File: src/rtl/cry_pix_scale.sv
// CRY pixel to RGB888 scaler: looks up base colours in the shared CRY ROMs, scales each by Y/255
// with exact rounding, and buffers the results in a credit-throttled first-word-fall-through FIFO.
module cry_pix_scale #(
    parameter int unsigned DEPTH = 4
) (
    input  logic        sys_clk,
    input  logic        resetl,
    input  logic        in_valid,
    output logic        in_ready,
    input  logic [15:0] pix_in,
    output logic [7:0]  rom_a,
    input  logic [7:0]  rom_r,
    input  logic [7:0]  rom_g,
    input  logic [7:0]  rom_b,
    output logic        out_valid,
    input  logic        out_ready,
    output logic [23:0] out_rgb
);

    localparam int unsigned PW = (DEPTH > 1) ? $clog2(DEPTH) : 1;
    localparam int unsigned CW = $clog2(DEPTH + 1);
    localparam logic [PW-1:0] LAST_PTR = PW'(DEPTH - 1);
    localparam logic [CW:0]   DEPTH_C  = (CW + 1)'(DEPTH);

    logic          v1_q, v1_d;
    logic [7:0]    y_q, y_d;
    logic          v2_q, v2_d;
    logic [15:0]   pr_q, pr_d, pg_q, pg_d, pb_q, pb_d;
    logic [23:0]   mem_q [DEPTH];
    logic [23:0]   mem_d [DEPTH];
    logic [PW-1:0] wr_ptr_q, wr_ptr_d, rd_ptr_q, rd_ptr_d;
    logic [CW-1:0] count_q, count_d;
    logic [CW:0]   used;
    logic          accept, push, pop;

    // round(p/255) for p <= 65025; every intermediate stays within 16 bits
    function automatic logic [7:0] div255(input logic [15:0] p);
        logic [15:0] q;
        q = p + 16'd128;
        return 8'((q + (q >> 8)) >> 8);
    endfunction

    always_comb begin
        rom_a     = pix_in[15:8];
        // Credit covers buffered entries plus both pipeline stages, which cannot stall
        used      = (CW + 1)'(count_q) + (CW + 1)'(v1_q) + (CW + 1)'(v2_q);
        in_ready  = used < DEPTH_C;
        accept    = in_valid & in_ready;
        out_valid = count_q != '0;
        out_rgb   = out_valid ? mem_q[rd_ptr_q] : 24'h0;
        push      = v2_q;
        pop       = out_valid & out_ready;

        v1_d = accept;
        y_d  = accept ? pix_in[7:0] : y_q;
        v2_d = v1_q;
        pr_d = v1_q ? 16'(rom_r) * 16'(y_q) : pr_q;
        pg_d = v1_q ? 16'(rom_g) * 16'(y_q) : pg_q;
        pb_d = v1_q ? 16'(rom_b) * 16'(y_q) : pb_q;

        mem_d    = mem_q;
        wr_ptr_d = wr_ptr_q;
        rd_ptr_d = rd_ptr_q;
        count_d  = count_q;
        if (push) begin
            mem_d[wr_ptr_q] = {div255(pr_q), div255(pg_q), div255(pb_q)};
            wr_ptr_d        = (wr_ptr_q == LAST_PTR) ? '0 : wr_ptr_q + 1'b1;
        end
        if (pop) begin
            rd_ptr_d = (rd_ptr_q == LAST_PTR) ? '0 : rd_ptr_q + 1'b1;
        end
        unique case ({push, pop})
            2'b10:   count_d = count_q + 1'b1;
            2'b01:   count_d = count_q - 1'b1;
            default: count_d = count_q;
        endcase
    end

    always_ff @(posedge sys_clk or negedge resetl) begin
        if (!resetl) begin
            v1_q     <= 1'b0;
            y_q      <= 8'h0;
            v2_q     <= 1'b0;
            pr_q     <= 16'h0;
            pg_q     <= 16'h0;
            pb_q     <= 16'h0;
            wr_ptr_q <= '0;
            rd_ptr_q <= '0;
            count_q  <= '0;
            for (int i = 0; i < DEPTH; i++) begin
                mem_q[i] <= 24'h0;
            end
        end else begin
            v1_q     <= v1_d;
            y_q      <= y_d;
            v2_q     <= v2_d;
            pr_q     <= pr_d;
            pg_q     <= pg_d;
            pb_q     <= pb_d;
            wr_ptr_q <= wr_ptr_d;
            rd_ptr_q <= rd_ptr_d;
            count_q  <= count_d;
            mem_q    <= mem_d;
        end
    end

endmodule

File: config.mk
export PLATFORM = sky130hd
export DESIGN_NAME = cry_pix_scale
export DESIGN_NICKNAME = d
export VERILOG_FILES = /design/src/rtl/cry_pix_scale.sv
export SDC_FILE = /design/constraint.sdc
export NUM_CORES = 1
export LEC_CHECK = 0
export ABC_AREA = 1
export BUFFER_PORTS_ARGS = -buffer_cell sky130_fd_sc_hd__buf_2
export CAP_MARGIN = 15
export CORE_AREA = 3 3 166 168
export DETAILED_ROUTE_END_ITERATION = 8
export DIE_AREA = 0 0 169 171
export GPL_TIMING_DRIVEN = 0
export PLACE_DENSITY = 0.77
export SLEW_MARGIN = 20
export SYNTH_ARGS = -nofsm -noshare
export SYNTH_HDL_FRONTEND = slang
export SYNTH_SLANG_ARGS = --single-unit
File: constraint.sdc
create_clock -name sys_clk -period 10.11 [get_ports sys_clk]
set_input_delay 0.5055 -clock sys_clk [delete_from_list [all_inputs] [get_ports sys_clk]]
set_output_delay 0.5055 -clock sys_clk [all_outputs]
set_load 0.02 [all_outputs]
# Word level (Yosys, flattened, before mapping)
# Cells that the tools add are included.
[word_totals]
output_inout_bits = 34
regBits = 161
inputBits = 44
word_cells = 53
[op_classes]
mul = 3
addsub = 12
n_reduce_logical = 3
eq_ne = 4
n_bitwise = 4
mux = 10
n_lt_le_gt_ge = 4
[ops]
columns = ["operator", "n"]
rows = [
  ["bitwise mux 96 bit", 1],
  ["2-to-1 mux 24 bit", 4],
  ["adder 16 x 8 -> 16 bit", 3],
  ["adder 16 x 8 -> 16 bit (second input constant)", 3],
  ["binary-select mux 24 bit (select 2 bit)", 1],
  ["demux 24 bit (select 2 bit)", 1],
  ["multiplier 8 x 8 -> 16 bit", 3],
  ["== test 2 bit (second input constant)", 3],
  ["greater-or-equal comparator 3 bit (second input constant)", 2],
  ["inverter 2 -> 3 bit", 2],
  ["one-hot mux 3 bit (2 select lines)", 1],
  ["adder 2 x 1 -> 2 bit (second input constant)", 2],
  ["adder 3 x 1 -> 4 bit", 1],
  ["adder 4 x 1 -> 4 bit", 1],
  ["< comparator 4 x 3 -> 1 bit (second input constant)", 1],
  ["2-to-1 mux 2 bit", 2],
  ["adder 3 x 1 -> 3 bit (second input constant)", 1],
  ["< comparator 3 x 1 -> 1 bit (second input constant)", 1],
  ["nonzero test 3 bit", 1],
  ["subtractor 3 x 1 -> 3 bit (second input constant)", 1],
  ["AND 1 bit", 2],
  ["== test 2 x 1 -> 1 bit (second input constant)", 1],
  ["nonzero test 2 bit", 1],
  ["logical AND 1 bit", 1],
]

# Logic depth before layout (Yosys ltp)
[logic_depth]
word_depth = 6
ltp_mapped = 20
ltp_nobuf = 20

# Worst setup path after synthesis
# OpenSTA, ideal clock, no wires.
[synth_timing]
path_kind = "register to register"
from = "register y_q[7]"
to = "register pb_q[9]"
stages_incl_launch_ff = 17
required_time_ns = 10.028
path_buffers = 2
setup_slack_ns = 5.858
synth_period_minus_slack_ns = 4.252
setup_ns = 0.082
arrival_time_ns = 4.170
path_cell_list = "dfrtp_1 > clkbuf_1 > clkbuf_1 > nand2_1 > fa_1 > fa_1 > inv_1 > fa_1 > inv_1 > fa_1 > inv_1 > ha_1 > nand2_1 > o21ai_0 > a21oi_1 > or2_2 > a31oi_1"
[synth_between]
elab_chain_len = 1
[synth_rtl]
columns = ["element", "line_no", "text"]
rows = [
  ["start, declared", "26", "logic [7:0] y_q, y_d;"],
  ["start signal, assigned", "95", "y_q <= y_d;"],
  ["multiplier 8 x 8 -> 16 bit", "59", "pb_d = v1_q ? 16'(rom_b) * 16'(y_q) : pb_q;"],
  ["end signal, assigned", "99", "pb_q <= pb_d;"],
  ["end, declared", "28", "logic [15:0] pr_q, pr_d, pg_q, pg_d, pb_q, pb_d;"],
]
# No other way between the ends.
# A chain may end at the register's enable or synchronous reset.

# Worst setup path after layout
[layout_timing]
from = "register y_q[5]"
to = "register pr_q[11]"
[layout_between]
elab_chain_len = 1
[layout_rtl]
columns = ["element", "line_no", "text"]
rows = [
  ["multiplier 8 x 8 -> 16 bit", "57", "pr_d = v1_q ? 16'(rom_r) * 16'(y_q) : pr_q;"],
  ["end signal, assigned", "97", "pr_q <= pr_d;"],
  ["end, declared", "28", ""],
]
# No other way between the ends.

==> flow_metrics.tcl <==
set metrics [dict create \
    holdWs_ns -0.00235 \
    tns_ns 0 \
    drive_gt1_frac 0.0728 \
    place_hpwl_mm 30.9 \
    rrSetupSlack_ns 5.10 \
    antenna-diode-count 0 \
    pin_count 78 \
    vias_per_cell 5.41 \
    status "complete, but fails checks" \
    drt-pass1-iter-count 6 \
    fin_nets 2560 \
    initial_core_util 0.597 \
    synthArstFlopShare 1.00 \
    fin_skew_ns 0.0130 \
    vias 14156 \
    cts_tree "yes" \
    holdCritPathClass "in2async" \
    hold_violations 3 \
    die-height_um 171 \
    r2r_end "pr_q[11]$_DFFE_PN0P_" \
    die_x_um 169 \
    setup_viol 0 \
    slew_violations 0 \
    yosysTopAreaCell "dfrtp_1" \
    worstMarginPinSlew_ns 0.803 \
    clk_pin_slew_ns 0.08 \
    ys_seq_area_frac 0.259 \
    rsz0062_at_grt "false" \
    synth_area_um2 15600 \
    violations "negative hold slack" \
    synth_area_leaders "dfrtp_1 26%, nand2_1 16%, fa_1 14%, ha_1 11%, inv_1 10%" \
    grt_pass1_wl_mm 67.1 \
    multi_input_area_um2 9480 \
    post-route-util 0.647 \
    routedWlPerCell_um 15.3 \
    dieArea_um2 28900 \
    synth_cell_types 39 \
    cts_resized 0 \
    postSynthCellCount 2203 \
    core_area_um2 26100 \
    ff_latch_area_um2 4030 \
    place_congestion 0.874 \
    criticalPathCategory "reg2reg" \
    end_kind "register" \
    crit_start "y_q[5]$_DFFE_PN0P_" \
    worst-path-max-fanout 10 \
    worstPathArrival_ns 5.29 \
    routed_wl_mm 40.0 \
    antenna_found_initial 0 \
    post_cts_buffers 0 \
    met2_length_mm 19.3 \
    synth-seq-cells 161 \
    finalCritPeriodShare 0.496 \
    synthesis.nets 2495 \
    reg2reg_depth 18 \
    numCtsBuffers 17 \
    synth_ff_type "dfrtp_1" \
    cap_violations 0 \
    nFillCells 2314 \
    r2r-start "y_q[5]$_DFFE_PN0P_" \
    drtIter0Drc 1237 \
    crit_required_ns 10.39 \
    gr-total-overflow 0 \
    maxSlewHeadroom 0.465 \
    root_buffer "clkbuf_16" \
    wl_met3_mm 2.37 \
    core.rowCount 59 \
    final_common_cell "nand2_1" \
    grt_max_degree 100 \
    synth_top_area_share 0.259 \
    insertion_delay_ns 0.43 \
    ys_warn_count 0 \
    io_buffers 45 \
    postCtsHoldBufs 0 \
    avgSynthCellArea_um2 7.06 \
    fmax_mhz 200 \
    track_usage 0.285 \
    syn2layout_area_growth_pct 8.37 \
    grt_pass1_vias 13774 \
    topRoutingLayerUsed "met4" \
    wl_met1_mm 17.0 \
    clock_path_buffers 2 \
    finalCriticalPeriod_ns 5.01 \
    setup.worst_path.start_class "register" \
    ant_nets 0 \
    h-tree-depth 4 \
    cts_sinks 161 \
    most-common-layout-cells "645 x nand2_1, 416 x inv_1, 161 x nor2_1, 161 x dfrtp_1, 140 x nand3_1" \
    synth_edf_count 0 \
    drc 0 \
]
-- logic make-up (layout without fill, tap and decap cells) --
| kind of cell | count (synthesis) | in the layout | share of synthesized area |
|---|---|---|---|
| compound gates | 227 | 227 | 0.0759 |
| buf+inv | 530 | 608 | 0.132 |
| xor+xnor | 15 | 15 | 0.00844 |
| simple gates | 1022 | 1022 | 0.273 |
| flops | 161 | 161 | 0.259 |
| fa+ha+maj | 248 | 248 | 0.252 |
-- cell type report --
class / count / area share
repair buffers: 46 / 0.0156
multi-input cells: 1512 / 0.562
well taps: 335 / 0.0249
clock inverters: 15 / 0.0116
flip-flops and latches: 161 / 0.239
clock buffers: 17 / 0.0252
plain buffers: 101 / 0.0257
inverters: 429 / 0.0958
-- metal layers --
metal,vias to the layer above,track usage
met5,-,0
met3,89,0.0321
li1,6843,-
met2,534,0.485
met4,0,0.109
met1,6690,0.379
-- per-stage QoR --
step                std cells  cell area, µm²  worst slack, ns
global placement         2583           16200             5.21
CTS                      2616           16900             5.11
finish                   2616           16900             5.10
floorplan                2203           15600             5.86
detailed placement       2584           16200             5.13
global route             2616           16900             4.70
-- synthesized netlist by cell type (all sizes together), types with 18 or more instances --
master  count
a21oi      67
nand3     144
nand4      18
nor2      173
clkbuf     80
o21ai     136
fa        109
dfrtp     161
buf        21
inv       422
nand2     667
ha        139
-- sequential cells by signal, summed over array words and instances, names as in the netlist --
signal / cells
wr_ptr_q: 2
push: 1
count_q: 3
y_q: 8
mem_q: 96
v1_q: 1
pg_q: 16
pb_q: 16
pr_q: 16
rd_ptr_q: 2
-- critical path, stage by stage (launching register included) --
cell and delay (ns):
dfrtp_1 0.32, clkbuf_1 0.28, clkbuf_1 0.60, nand2_1 0.13, inv_1 0.10, fa_1 0.44
fa_1 0.52, fa_1 0.56, inv_1 0.06, fa_1 0.52, inv_1 0.04, ha_1 0.35
a21oi_1 0.21, o21ai_0 0.12, inv_1 0.07, nand2_1 0.05, or2_2 0.27, nand3_1 0.09
o21ai_0 0.10
-- worst max-delay path by stage --
stage	cells after the start	slack, ns	endpoint
6_report	18	5.10	pr_q[11]$_DFFE_PN0P_
5_1_grt	18	4.70	pr_q[12]$_DFFE_PN0P_
4_1_cts	18	5.11	pr_q[11]$_DFFE_PN0P_
3_5_place_dp	17	5.13	pb_q[12]$_DFFE_PN0P_
3_3_place_gp	18	5.21	pr_q[11]$_DFFE_PN0P_
2_1_floorplan	16	5.86	pb_q[9]$_DFFE_PN0P_
Power is left out: the tool's default activity adds up to more than one toggle a clock period on the data nets, which glitch-free logic cannot reach.
